## src/rtl/line_word_reader.sv

```systemverilog
// Streams 16-bit words out of a captured 128-bit cache line, critical word first, wrapping within the line.
// Define LINE_WORD_READER_BYTE_MASK_EN to apply the captured byte-lane mask to the first beat of each burst.
module line_word_reader #(
  parameter int LINE_WORDS = 8
) (
  input  logic                      clk,
  input  logic                      rst_n,
  input  logic                      load,
  input  logic [16*LINE_WORDS-1:0]  line_in,
  input  logic [2:0]                start_idx,
  input  logic [2:0]                len,
  input  logic [1:0]                byte_mask,
  output logic                      out_valid,
  input  logic                      out_ready,
  output logic [15:0]               out_word,
  output logic [2:0]                out_idx,
  output logic                      out_last,
  output logic                      busy,
  output logic                      load_drop
);

  typedef enum logic {IDLE, STREAM} state_t;

  state_t                    state_reg, state_next;
  logic [16*LINE_WORDS-1:0]  line_reg;
  logic [2:0]                idx_reg;
  logic [2:0]                remaining_reg;
  logic [15:0]               word_reg;
  logic                      drop_reg;

  logic accept, advance, fire, last_beat, drop;
  logic [15:0] first_word;

  function automatic logic [15:0] pick(input logic [16*LINE_WORDS-1:0] line, input logic [2:0] idx);
    return line[16*idx +: 16];
  endfunction

`ifdef LINE_WORD_READER_BYTE_MASK_EN
  always_comb begin
    first_word = pick(line_in, start_idx);
    case (byte_mask)
      2'b01:   first_word = {8'h00, first_word[7:0]};
      2'b10:   first_word = {first_word[15:8], 8'h00};
      default: first_word = pick(line_in, start_idx);
    endcase
  end
`else
  logic unused_mask;
  assign unused_mask = ^byte_mask;
  assign first_word  = pick(line_in, start_idx);
`endif

  always_ff @(posedge clk or negedge rst_n) begin
    if (!rst_n) state_reg <= IDLE;
    else        state_reg <= state_next;
  end

  // A load is only taken when the slot is free or is being freed by the final handshake.
  always_comb begin
    state_next = state_reg;
    last_beat  = (state_reg == STREAM) && (remaining_reg == 3'd0);
    fire       = (state_reg == STREAM) && out_ready;
    accept     = load && ((state_reg == IDLE) || (fire && last_beat));
    advance    = fire && !last_beat;
    drop       = load && !accept;
    if (accept)
      state_next = STREAM;
    else if (fire && last_beat)
      state_next = IDLE;
  end

  always_ff @(posedge clk or negedge rst_n) begin
    if (!rst_n) begin
      idx_reg       <= 3'd0;
      remaining_reg <= 3'd0;
      word_reg      <= 16'h0000;
      drop_reg      <= 1'b0;
    end else begin
      drop_reg <= drop;
      if (accept) begin
        idx_reg       <= start_idx;
        remaining_reg <= len;
        word_reg      <= first_word;
      end else if (advance) begin
        idx_reg       <= idx_reg + 3'd1;
        remaining_reg <= remaining_reg - 3'd1;
        word_reg      <= pick(line_reg, idx_reg + 3'd1);
      end
    end
  end

  // Line contents are meaningless until a load, so no reset is needed here.
  always_ff @(posedge clk) begin
    if (accept) line_reg <= line_in;
  end

  assign out_valid = (state_reg == STREAM);
  assign busy      = (state_reg == STREAM);
  assign out_last  = last_beat;
  assign out_word  = word_reg;
  assign out_idx   = idx_reg;
  assign load_drop = drop_reg;

endmodule

```

## config.mk

```make
export PLATFORM = sky130hd
export DESIGN_NAME = line_word_reader
export DESIGN_NICKNAME = d
export VERILOG_FILES = /design/src/rtl/line_word_reader.sv
export SDC_FILE = /design/constraint.sdc
export NUM_CORES = 1
export LEC_CHECK = 0
export BUFFER_PORTS_ARGS = -buffer_cell sky130_fd_sc_hd__buf_2
export CAP_MARGIN = 20
export CORE_ASPECT_RATIO = 1.5
export CORE_UTILIZATION = 58
export CTS_CLUSTER_SIZE = 28
export DETAILED_ROUTE_END_ITERATION = 12
export PLACE_DENSITY = 0.95
export SLEW_MARGIN = 0
export SYNTH_ARGS = -nofsm -noshare
export SYNTH_HDL_FRONTEND = slang
export SYNTH_SLANG_ARGS = --single-unit
```

## constraint.sdc

```tcl
create_clock -name clk -period 10.25 [get_ports clk]
set_input_delay 0.5125 -clock clk [delete_from_list [all_inputs] [get_ports clk]]
set_output_delay 0.5125 -clock clk [all_outputs]
set_load 0.005 [all_outputs]
```

==> flow_summary.json <==
{
  "r2r_end": "out_idx[1]$_DFFE_PN0P_",
  "max_stage_delay_ns": 0.50,
  "p_clk_frac": 0.265,
  "die_area_mm2": 0.0125,
  "synth_ff_type": "edfxtp_1",
  "wl_um": 17700,
  "synth_top_family_by_area": "multiplexers",
  "vias": 4969,
  "first_iter_violations": 482,
  "area.growth.synth_to_final_pct": 22.2,
  "fin_setup_tns_ns": 0,
  "seqPwrFrac": 0.352,
  "ir_worst_vdd_v": 0.000272,
  "cts_max_level": 4,
  "post-route-period-util": 0.248,
  "comb_power_share": 0.383,
  "firstDrtPassIters": 6,
  "die_h_um": 137,
  "globalplace.congestion": 0.782,
  "synthAdderAreaFrac": 0.00536,
  "cp_max_fo": 82,
  "synth_cell_types": 34,
  "p_sw_uw": 861,
  "layout_commonest_cell": "buf_2",
  "synthCells": 451,
  "start_util": 0.601,
  "max_cap_violations": 0,
  "dp.cells": 732,
  "drive_gt1_frac": 0.382,
  "grt_pass1_wl_um": 26800,
  "setup_violations": 0,
  "num_rows": 48,
  "grt_max_degree": 97,
  "core_mm2": 0.0117,
  "hpwl_um": 11000,
  "cp_slowest_cell": "nand2_4",
  "leakagePower_nw": 3.28,
  "port_buffers": 160,
  "drc_errors": 0,
  "pin_count": 163,
  "reg2reg_depth": 8,
  "synth-edff-count": 128,
  "swShare": 0.348,
  "worst_skew_pair.late_latency_ns": 0.42,
  "syn_nets": 594,
  "antenna_found_initial": 0,
  "fin_cells": 769,
  "ant_nets": 0,
  "cts_tree": "done",
  "clock-sinks": 152,
  "synth_area_mm2": 0.00700,
  "mostFrequentLayoutCells": "160 x buf_2, 128 x edfxtp_1, 64 x mux2i_1, 64 x nand3_1, 32 x mux4_2",
  "grt_pass1_vias": 5206,
  "ys_seq_elements": 152,
  "hold_violations": 0,
  "final_nets": 747,
  "cts_hold_buf": 0,
  "r2r-start": "remaining_reg[0]$_DFFE_PN0P_",
  "internal-power_mw": 1.61,
  "final_util": 0.734,
  "crit_buf_inv": 3,
  "post_cts_buffers": 0,
  "synthArstFlopShare": 0.158,
  "wl_per_cell_um": 23.0,
  "via_per_inst": 6.46,
  "clockBufferDepth": 2,
  "fillers": 728,
  "cts_buffers": 17,
  "fin_skew_ns": 0.00750,
  "muxShareOfSynthArea": 0.195,
  "hold_path.class": "in -> async",
  "largest_reg_flops": 128,
  "status": "complete, no violations",
  "cts.clk_slew.worst_paths_ns": 0.06,
  "fmax_mhz": 393,
  "cp-end-kind": "flop",
  "ctsResizeCount": 0,
  "tightest_slew_ns": 1.17,
  "start_kind": "flop",
  "relSlewSlack": 0.220,
  "synth-xor-area-share": 0.00626,
  "yosysWarnings": 0,
  "period_needed_ns": 2.54,
  "r2r_setup_slack_ns": 7.71,
  "syn_area_per_cell_um2": 15.5,
  "synth_simple_gate_area_frac": 0.0788,
  "power_density_mw_per_mm2": 289,
  "path_class": "reg -> reg",
  "yosysSeqAreaShare": 0.635,
  "overflow": 0,
  "path_delay_family": "buffers and inverters",
  "synth_compound_area_frac": 0.0486,
  "worstPathArrival_ns": 2.88,
  "chipWidth_um": 91.7,
  "cts-root-buf": "clkbuf_16",
  "grt_setup_unrepaired": "false",
  "path_cells": "inv_1 -> ha_1 -> nand4b_1 -> nand2_4 -> buf_4 -> buf_16 -> a22oi_1 -> o21ai_0",
  "cp.required_ns": 10.59,
  "maxSlewViolCount": 0,
  "grt_use_total": 0.295
}
==> layer usage <==
layer,part of all wire,vias up,GRT usage
met5,0,-,0
met4,0.059,0,0.209
met3,0.070,87,0.0533
met2,0.54,325,0.509
met1,0.33,2430,0.330
li1,-,2127,-
==> worst max path at each step <==
stage          cells after the start                         start                     end
2_1_floorplan                      5  remaining_reg[0]$_DFFE_PN0P_  out_idx[0]$_DFFE_PN0P_
3_3_place_gp                       6                          load  out_idx[1]$_DFFE_PN0P_
3_5_place_dp                       6                          load  out_idx[1]$_DFFE_PN0P_
4_1_cts                            7  remaining_reg[0]$_DFFE_PN0P_  out_idx[1]$_DFFE_PN0P_
5_1_grt                            8  remaining_reg[0]$_DFFE_PN0P_  out_idx[1]$_DFFE_PN0P_
6_report                           8  remaining_reg[0]$_DFFE_PN0P_  out_idx[1]$_DFFE_PN0P_
==> synthesized netlist by cell type, types with 2 or more instances <==
cell type | n | area (um2)
o21ai_0 | 4 | 20.0
buf_6 | 2 | 22.5
mux4_2 | 32 | 721
nand2_1 | 6 | 22.5
nor2_1 | 17 | 63.8
buf_4 | 12 | 90.1
nor3_1 | 16 | 80.1
nand3_1 | 64 | 320
nor3b_1 | 3 | 22.5
edfxtp_1 | 128 | 3840
a41oi_1 | 16 | 140
mux2i_1 | 64 | 641
ha_1 | 3 | 37.5
dfrtp_1 | 24 | 601
inv_1 | 5 | 18.8
xnor2_1 | 4 | 35.0
buf_2 | 10 | 50.1
o22ai_1 | 16 | 100
clkbuf_1 | 10 | 37.5
==> worst reg2reg max path, cell delays in order, from the launching register on <==
cell	delay (ns)
dfrtp_1	0.38
inv_1	0.09
ha_1	0.19
nand4b_1	0.24
nand2_4	0.50
buf_4	0.37
buf_16	0.38
a22oi_1	0.18
o21ai_0	0.14
==> cell type report <==
cell class / instances / area [um2] / share of cell area
Clock buffer: 23 / 488 / 0.0571
Clock inverter: 9 / 139 / 0.0162
Multi-Input combinational cell: 260 / 2370 / 0.277
Inverter: 5 / 18.8 / 0.00220
Tap cell: 150 / 188 / 0.0220
Sequential cell: 152 / 4440 / 0.520
Antenna cell: 2 / 5.00 / 0.000585
Timing Repair Buffer: 168 / 896 / 0.105
==> cells by family (layout without fill, tap and decap cells) <==
group                    count (synthesis)  after routing
AO/OA/AOI/OAI                           44             44
buffers and inverters                   39            205
multiplexers                            96             96
AND/OR/NAND/NOR                        112            112
adder cells (fa/ha/maj)                  3              3
other                                    0              2
flip-flops                             152            152
XOR/XNOR                                 5              5
==> per-stage QoR <==
step / area, um2 / setup slack [ns] / hold WS [ns] / power (mW)
2_1_floorplan: 7000 / 6.03 / 0.217 / 1.55
3_3_place_gp: 7860 / 7.56 / 0.535 / 1.73
3_5_place_dp: 7860 / 7.35 / 0.557 / 1.78
4_1_cts: 8490 / 7.37 / 0.123 / 2.45
5_1_grt: 8540 / 7.51 / 0.137 / 2.57
6_report: 8550 / 7.71 / 0.102 / 2.47
==> power groups by stage <==
stage	Clock [mW]	Combinational, mW	Sequential (mW)
after floorplan	0	0.667	0.879
after global placement	0	0.863	0.870
after detailed placement	0	0.903	0.880
after CTS	0.658	0.919	0.871
after global routing	0.681	1.01	0.880
final	0.655	0.945	0.870
No activity file was read; power rests on OpenSTA's default activity.
